`src/rtl/idu_stage.sv`:
```
// idu_stage: RV32I decode stage between fetch and execute, single-entry output register.
// Latency: 1 cycle from accept (s_valid && s_ready) to m_valid.
// Backpressure: s_ready = !m_valid || m_ready; a stalled bundle holds every m_* output stable.
//
// Ports:
//   clk, rst            clock (rising edge), asynchronous active-high reset
//   s_valid/s_ready     fetch-side handshake; s_inst/s_pc are the instruction and its PC
//   m_valid/m_ready     execute-side handshake
//   m_pc, m_rs1/2, m_rd registered PC and raw register index fields
//   m_imm               sign-extended immediate (0 for R-type and unknown opcodes)
//   m_alu_op, m_alu_src_imm, m_alu_src_pc   ALU control
//   m_reg_wen, m_mem_ren, m_mem_wen, m_mem_funct3   writeback / memory control
//   m_is_branch, m_is_jal, m_is_jalr, m_is_lui, m_ebreak, m_illegal   instruction class flags
module idu_stage #(
  parameter int XLEN  = 32,  // only 32 is supported
  parameter bit RV32E = 1'b0
) (
  input  logic            clk,
  input  logic            rst,
  input  logic            s_valid,
  output logic            s_ready,
  input  logic [31:0]     s_inst,
  input  logic [XLEN-1:0] s_pc,
  output logic            m_valid,
  input  logic            m_ready,
  output logic [XLEN-1:0] m_pc,
  output logic [4:0]      m_rs1,
  output logic [4:0]      m_rs2,
  output logic [4:0]      m_rd,
  output logic [XLEN-1:0] m_imm,
  output logic [3:0]      m_alu_op,
  output logic            m_alu_src_imm,
  output logic            m_alu_src_pc,
  output logic            m_reg_wen,
  output logic            m_mem_ren,
  output logic            m_mem_wen,
  output logic [2:0]      m_mem_funct3,
  output logic            m_is_branch,
  output logic            m_is_jal,
  output logic            m_is_jalr,
  output logic            m_is_lui,
  output logic            m_ebreak,
  output logic            m_illegal
);

  localparam logic [6:0] OPC_LUI      = 7'b0110111;
  localparam logic [6:0] OPC_AUIPC    = 7'b0010111;
  localparam logic [6:0] OPC_JAL      = 7'b1101111;
  localparam logic [6:0] OPC_JALR     = 7'b1100111;
  localparam logic [6:0] OPC_BRANCH   = 7'b1100011;
  localparam logic [6:0] OPC_LOAD     = 7'b0000011;
  localparam logic [6:0] OPC_STORE    = 7'b0100011;
  localparam logic [6:0] OPC_OP_IMM   = 7'b0010011;
  localparam logic [6:0] OPC_OP       = 7'b0110011;
  localparam logic [6:0] OPC_MISC_MEM = 7'b0001111;
  localparam logic [6:0] OPC_SYSTEM   = 7'b1110011;

  localparam logic [31:0] INST_ECALL  = 32'h0000_0073;
  localparam logic [31:0] INST_EBREAK = 32'h0010_0073;

  localparam logic [3:0] ALU_ADD  = 4'd0;
  localparam logic [3:0] ALU_SUB  = 4'd1;
  localparam logic [3:0] ALU_SLL  = 4'd2;
  localparam logic [3:0] ALU_SLT  = 4'd3;
  localparam logic [3:0] ALU_SLTU = 4'd4;
  localparam logic [3:0] ALU_XOR  = 4'd5;
  localparam logic [3:0] ALU_SRL  = 4'd6;
  localparam logic [3:0] ALU_SRA  = 4'd7;
  localparam logic [3:0] ALU_OR   = 4'd8;
  localparam logic [3:0] ALU_AND  = 4'd9;

  typedef struct packed {
    logic [XLEN-1:0] pc;
    logic [4:0]      rs1;
    logic [4:0]      rs2;
    logic [4:0]      rd;
    logic [XLEN-1:0] imm;
    logic [3:0]      alu_op;
    logic            alu_src_imm;
    logic            alu_src_pc;
    logic            reg_wen;
    logic            mem_ren;
    logic            mem_wen;
    logic [2:0]      mem_funct3;
    logic            is_branch;
    logic            is_jal;
    logic            is_jalr;
    logic            is_lui;
    logic            ebreak;
    logic            illegal;
  } bundle_t;

  // Instruction fields
  logic [6:0] opcode;
  logic [4:0] rd, rs1, rs2;
  logic [2:0] funct3;
  logic [6:0] funct7;

  assign opcode = s_inst[6:0];
  assign rd     = s_inst[11:7];
  assign funct3 = s_inst[14:12];
  assign rs1    = s_inst[19:15];
  assign rs2    = s_inst[24:20];
  assign funct7 = s_inst[31:25];

  // Immediate formats
  logic [31:0] imm_i, imm_s, imm_b, imm_u, imm_j;

  assign imm_i = {{20{s_inst[31]}}, s_inst[31:20]};
  assign imm_s = {{20{s_inst[31]}}, s_inst[31:25], s_inst[11:7]};
  assign imm_b = {{19{s_inst[31]}}, s_inst[31], s_inst[7], s_inst[30:25], s_inst[11:8], 1'b0};
  assign imm_u = {s_inst[31:12], 12'b0};
  assign imm_j = {{11{s_inst[31]}}, s_inst[31], s_inst[19:12], s_inst[20], s_inst[30:21], 1'b0};

  // funct3 -> ALU op with funct7[5] ignored; SUB/SRA are patched in per opcode
  logic [3:0] alu_base;

  always_comb begin
    alu_base = ALU_ADD;
    case (funct3)
      3'd0:    alu_base = ALU_ADD;
      3'd1:    alu_base = ALU_SLL;
      3'd2:    alu_base = ALU_SLT;
      3'd3:    alu_base = ALU_SLTU;
      3'd4:    alu_base = ALU_XOR;
      3'd5:    alu_base = ALU_SRL;
      3'd6:    alu_base = ALU_OR;
      default: alu_base = ALU_AND;
    endcase
  end

  // Raw decode, before illegal gating
  logic [3:0]  d_alu_op;
  logic [31:0] d_imm;
  logic [2:0]  d_funct3;
  logic        d_src_imm, d_src_pc, d_wen, d_ren, d_mwen;
  logic        d_br, d_jal, d_jalr, d_lui, d_ebreak, d_ill;
  logic        use_rs1, use_rs2, use_rd;

  always_comb begin
    d_alu_op  = ALU_ADD;
    d_imm     = 32'd0;
    d_funct3  = 3'd0;
    d_src_imm = 1'b0;
    d_src_pc  = 1'b0;
    d_wen     = 1'b0;
    d_ren     = 1'b0;
    d_mwen    = 1'b0;
    d_br      = 1'b0;
    d_jal     = 1'b0;
    d_jalr    = 1'b0;
    d_lui     = 1'b0;
    d_ebreak  = 1'b0;
    d_ill     = 1'b0;
    use_rs1   = 1'b0;
    use_rs2   = 1'b0;
    use_rd    = 1'b0;

    case (opcode)
      OPC_LUI: begin
        d_imm = imm_u; d_src_imm = 1'b1; d_wen = 1'b1; d_lui = 1'b1; use_rd = 1'b1;
      end
      OPC_AUIPC: begin
        d_imm = imm_u; d_src_imm = 1'b1; d_src_pc = 1'b1; d_wen = 1'b1; use_rd = 1'b1;
      end
      OPC_JAL: begin
        d_imm = imm_j; d_src_imm = 1'b1; d_src_pc = 1'b1; d_wen = 1'b1; d_jal = 1'b1;
        use_rd = 1'b1;
      end
      OPC_JALR: begin
        d_imm = imm_i; d_src_imm = 1'b1; d_wen = 1'b1; d_jalr = 1'b1;
        use_rs1 = 1'b1; use_rd = 1'b1;
        d_ill = (funct3 != 3'd0);
      end
      OPC_BRANCH: begin
        d_imm = imm_b; d_alu_op = ALU_SUB; d_br = 1'b1; d_funct3 = funct3;
        use_rs1 = 1'b1; use_rs2 = 1'b1;
        d_ill = (funct3 == 3'd2) || (funct3 == 3'd3);
      end
      OPC_LOAD: begin
        d_imm = imm_i; d_src_imm = 1'b1; d_wen = 1'b1; d_ren = 1'b1; d_funct3 = funct3;
        use_rs1 = 1'b1; use_rd = 1'b1;
        d_ill = (funct3 == 3'd3) || (funct3 == 3'd6) || (funct3 == 3'd7);
      end
      OPC_STORE: begin
        d_imm = imm_s; d_src_imm = 1'b1; d_mwen = 1'b1; d_funct3 = funct3;
        use_rs1 = 1'b1; use_rs2 = 1'b1;
        d_ill = (funct3 >= 3'd3);
      end
      OPC_OP_IMM: begin
        d_imm = imm_i; d_src_imm = 1'b1; d_wen = 1'b1; d_alu_op = alu_base;
        use_rs1 = 1'b1; use_rd = 1'b1;
        // only the shift-immediates constrain the upper immediate bits
        if (funct3 == 3'd1) begin
          d_ill = (funct7 != 7'h00);
        end else if (funct3 == 3'd5) begin
          if (funct7 == 7'h20) d_alu_op = ALU_SRA;
          else                 d_ill    = (funct7 != 7'h00);
        end
      end
      OPC_OP: begin
        d_wen = 1'b1; d_alu_op = alu_base;
        use_rs1 = 1'b1; use_rs2 = 1'b1; use_rd = 1'b1;
        if (funct7 == 7'h20) begin
          if      (funct3 == 3'd0) d_alu_op = ALU_SUB;
          else if (funct3 == 3'd5) d_alu_op = ALU_SRA;
          else                     d_ill    = 1'b1;
        end else begin
          d_ill = (funct7 != 7'h00);
        end
      end
      OPC_MISC_MEM: begin
        // FENCE: in-order single-issue pipe, nothing to do downstream
      end
      OPC_SYSTEM: begin
        d_imm    = imm_i;
        d_ebreak = (s_inst == INST_EBREAK);
        d_ill    = !((s_inst == INST_ECALL) || (s_inst == INST_EBREAK));
      end
      default: d_ill = 1'b1;
    endcase

    // Only fields the format actually uses are register indices
    if (RV32E && ((use_rs1 && rs1[4]) || (use_rs2 && rs2[4]) || (use_rd && rd[4])))
      d_ill = 1'b1;
  end

  // Assemble the bundle; an illegal instruction keeps only pc/indices/imm plus the illegal flag
  bundle_t dec;

  always_comb begin
    dec         = '0;
    dec.pc      = s_pc;
    dec.rs1     = rs1;
    dec.rs2     = rs2;
    dec.rd      = rd;
    dec.imm     = d_imm;
    dec.illegal = d_ill;
    if (!d_ill) begin
      dec.alu_op      = d_alu_op;
      dec.alu_src_imm = d_src_imm;
      dec.alu_src_pc  = d_src_pc;
      dec.reg_wen     = d_wen && (rd != 5'd0);
      dec.mem_ren     = d_ren;
      dec.mem_wen     = d_mwen;
      dec.mem_funct3  = d_funct3;
      dec.is_branch   = d_br;
      dec.is_jal      = d_jal;
      dec.is_jalr     = d_jalr;
      dec.is_lui      = d_lui;
      dec.ebreak      = d_ebreak;
    end
  end

  // Output register
  bundle_t out_q;
  logic    valid_q;
  logic    accept;

  assign s_ready = !valid_q || m_ready;
  assign accept  = s_valid && s_ready;

  always_ff @(posedge clk or posedge rst) begin
    if (rst) begin
      valid_q <= 1'b0;
      out_q   <= '0;
    end else if (accept) begin
      valid_q <= 1'b1;
      out_q   <= dec;
    end else if (m_ready) begin
      valid_q <= 1'b0;  // drained; data holds its last value
    end
  end

  assign m_valid       = valid_q;
  assign m_pc          = out_q.pc;
  assign m_rs1         = out_q.rs1;
  assign m_rs2         = out_q.rs2;
  assign m_rd          = out_q.rd;
  assign m_imm         = out_q.imm;
  assign m_alu_op      = out_q.alu_op;
  assign m_alu_src_imm = out_q.alu_src_imm;
  assign m_alu_src_pc  = out_q.alu_src_pc;
  assign m_reg_wen     = out_q.reg_wen;
  assign m_mem_ren     = out_q.mem_ren;
  assign m_mem_wen     = out_q.mem_wen;
  assign m_mem_funct3  = out_q.mem_funct3;
  assign m_is_branch   = out_q.is_branch;
  assign m_is_jal      = out_q.is_jal;
  assign m_is_jalr     = out_q.is_jalr;
  assign m_is_lui      = out_q.is_lui;
  assign m_ebreak      = out_q.ebreak;
  assign m_illegal     = out_q.illegal;

endmodule

```
`config.mk`:
```
export PLATFORM = sky130hd
export DESIGN_NAME = idu_stage
export DESIGN_NICKNAME = d
export VERILOG_FILES = /design/src/rtl/idu_stage.sv
export SDC_FILE = /design/constraint.sdc
export NUM_CORES = 1
export LEC_CHECK = 0
export BUFFER_PORTS_ARGS = -buffer_cell sky130_fd_sc_hd__clkbuf_2
export CORE_AREA = 4 4 129 131
export DETAILED_ROUTE_END_ITERATION = 12
export DIE_AREA = 0 0 133 135
export SYNTH_ARGS = -nofsm -noshare
export SYNTH_HDL_FRONTEND = slang
export SYNTH_SLANG_ARGS = --single-unit
```
`constraint.sdc`:
```
create_clock -name clk -period 4.3 [get_ports clk]
set_input_delay 0.215 -clock clk [delete_from_list [all_inputs] [get_ports clk]]
set_output_delay 0.215 -clock clk [all_outputs]
set_load 0.1 [all_outputs]
```
==> flow_summary_export.csv <==
group,metric,value,unit
routing,ant_nets,0,
place,hpwlAfterDp,9860,um
critical_path,critical_path_required,4.55,ns
floorplan,initial_utilization,0.274,
clocking,cts.sinks,98,
global_routing,grt_max_degree,80,
synth,synth_edf_count,0,
final_layout,drive_gt1_frac,0.311,
routing,drcViolationCount,0,
floorplan,die-area,0.0180,mm2
global_routing,grt_overflow_total,0,
synth,mappedNetlistArea,0.00428,mm2
outcome,run_status,"completed",
final_layout,diodes,0,
power,power.leakage,2.96,nW
sta,fmax,0.426,GHz
synth,post-synth-top-count-cell,"nand2_1",
critical_path,arrival,2.60,ns
place,io_buffers,166,
critical_path,crit_path_start_kind,"register",
power,finalPower,0.00277,W
sta,fin_crit,2.35,ns
sta,fin_ws,1.95,ns
final_layout,fin_cells,840,
final_layout,final_util,0.359,
critical_path,path_max_fanout,37,
synth,yosys-top-cells-area,"dfrtp_1 (57%), nand2_1 (16%), a22o_1 (2.7%), nor2_1 (2.4%), nand3_1 (2.2%)",
clocking,numCtsBuffers,9,
routing,vias_per_cell,4.61,
final_layout,fillers,1660,
critical_path,critPathKind,"register to register",
sta,slew_headroom,0.340,
synth,synth_common_cells,"nand2_1 (182), dfrtp_1 (98), nor2_1 (27)",
routing,detail_route.wl_per_cell,16.1,um
clocking,clk_latency,0.35,ns
synth,synth_area_per_cell,9.12,um2
synth,synth_nets,537,
synth,synth_cell_types,46,
synth,synth_top_cell_by_area,"dfrtp_1",
global_routing,grt_pass1_wl,21700,um
clocking,cts_root_buf,"clkbuf_16",
place,placedCellCount,826,
clocking,cts_max_path_buffers,2,
sta,hold_viol_final,0,
clocking,hold_buffers,0,
sta,setup_viol,0,
floorplan,coreArea,0.0156,mm2
sta,worstMarginPinSlew,0.990,ns
sta,fin_crit_sh,0.546,
critical_path,cp-end-kind,"register",
global_routing,grt_use_total,0.152,
final_layout,nNetsFinal,689,
clocking,h-tree-depth,3,
worst_hold_path,min_path_type,"input port to register",
sta,final.setup.tns,0,ns
clocking,clk_pin_slew,0.06,ns
floorplan,die_x,133,um
routing,routed_wl,13500,um
synth,ys_async_sr_fraction,1.00,
routing,dr_total_vias,3872,
synth,synth_top_flop_cell,"dfrtp_1",
synth,synthCells,469,
synth,ys_ff_latch,98,
clocking,postCtsSetupBuffers,0,
power,peakVddDrop,202,uV
floorplan,io_pins,167,
synth,ys_seq_area_frac,0.573,
sta,fin_skew,0.00789,ns
routing,first_pass_iters,4,
place,dp_slack,1.82,ns
synth,synth.top_cell.area_share,0.573,
flow_run,cap_violations,0,
place,place.gp.congestion,0.864,
global_routing,grt_pass1_vias,3997,
sta,slew_viol_final,0,
final_layout,syn_to_final_growth,30.8,%
floorplan,die_y,135,um
clocking,cts_tree,"yes",
synth,yosysWarningCount,0,
sta,rsz0062_at_grt,"false",
floorplan,rows,46,
global_routing,antenna_found_initial,0,
clocking,cts_resized,0,
routing,drtIter0Drc,260,
power,power_density,495,mW/mm2
## where the power goes
part	internal (W)	total, W	switching (W)
clock network	0.000477	0.000822	0.000345
registers	0.00100	0.00104	0.0000422
logic	0.000124	0.000903	0.000779
total	0.00160	0.00277	0.00117
## critical path, stage by stage, from the launching register on
cell	delay (ns)
dfrtp_1	0.39
nand2b_1	0.18
and2_2	0.62
o2111a_1	0.50
nand2_1	0.34
o211ai_1	0.21
## cell families after synthesis
kind of cell,after synthesis,share of synthesized area
flip-flops,98,0.573
XOR/XNOR,2,0.00410
AND/OR/NAND/NOR,268,0.271
AO/OA/AOI/OAI,67,0.116
multiplexers,2,0.00497
buffers and inverters,32,0.0298
## metal layers
| layer | wire length [um] | GRT usage | part of all wire |
|---|---|---|---|
| met1 | 6090 | 0.205 | 0.45 |
| met2 | 6130 | 0.233 | 0.45 |
| met3 | 1040 | 0.0507 | 0.077 |
| met4 | 244 | 0.0450 | 0.018 |
| met5 | 0 | 0 | 0 |
## through the flow
| stage | hold slack [ns] | cell area [um2] |
|---|---|---|
| 2_1_floorplan | 0.320 | 4280 |
| 3_3_place_gp | 0.408 | 5300 |
| 3_5_place_dp | 0.408 | 5300 |
| 4_1_cts | 0.0414 | 5590 |
| 5_1_grt | 0.0522 | 5590 |
| 6_report | 0.0583 | 5590 |
## flip-flops by register name, summed over array words and instances, names as in the netlist, 3 cells and up
register and cells:
m_rd 5, m_imm 32, m_mem_funct3 3, m_rs1 5, m_pc 32, m_alu_op 4, m_rs2 5
## path summary, 6_finish.rpt
| path | cells past startpoint | to | startpoint | slack, ns |
|---|---|---|---|---|
| worst max-delay path | 5 | m_imm[21] | m_valid | 1.95 |
| worst min-delay path | 3 | m_pc[19] | s_pc[19] | 0.06 |
| worst max register to register | 5 | m_imm[21] | m_valid | 1.95 |
| worst min register to register | 2 | m_pc[19] | m_pc[19] | 0.47 |
| max in group asynchronous | 3 | m_rd[1] | rst | 3.35 |
| min in group asynchronous | 2 | m_pc[19] | rst | 0.09 |
## cell type report
type                    instances  area [um2]  area share
clock buffers                  12         256      0.0459
inverters                       4        17.5     0.00313
flip-flops and latches         98        2450       0.438
multi-input cells             339        1710       0.305
repair buffers                169         853       0.153
clock inverters                 2        37.5     0.00671
well taps                     216         270      0.0483
## layout by cell type, fill, tap and decap left out, types with 3 or more instances in the layout
master,n
nand2_1,181
clkbuf_2,166
dfrtp_1,98
nor2_1,27
nand3_1,19
a21oi_1,16
a22o_1,13
o211ai_1,9
clkbuf_16,9
nor3_1,7
a32o_1,6
nor4_1,5
nand2b_1,4
nand4_1,4
o21ai_0,4
a22oi_1,4
inv_1,3
nor2b_1,3
and3_1,3
o21a_1,3
a221oi_1,3
buf_4,3
No activity file was read; power rests on OpenSTA's default activity.
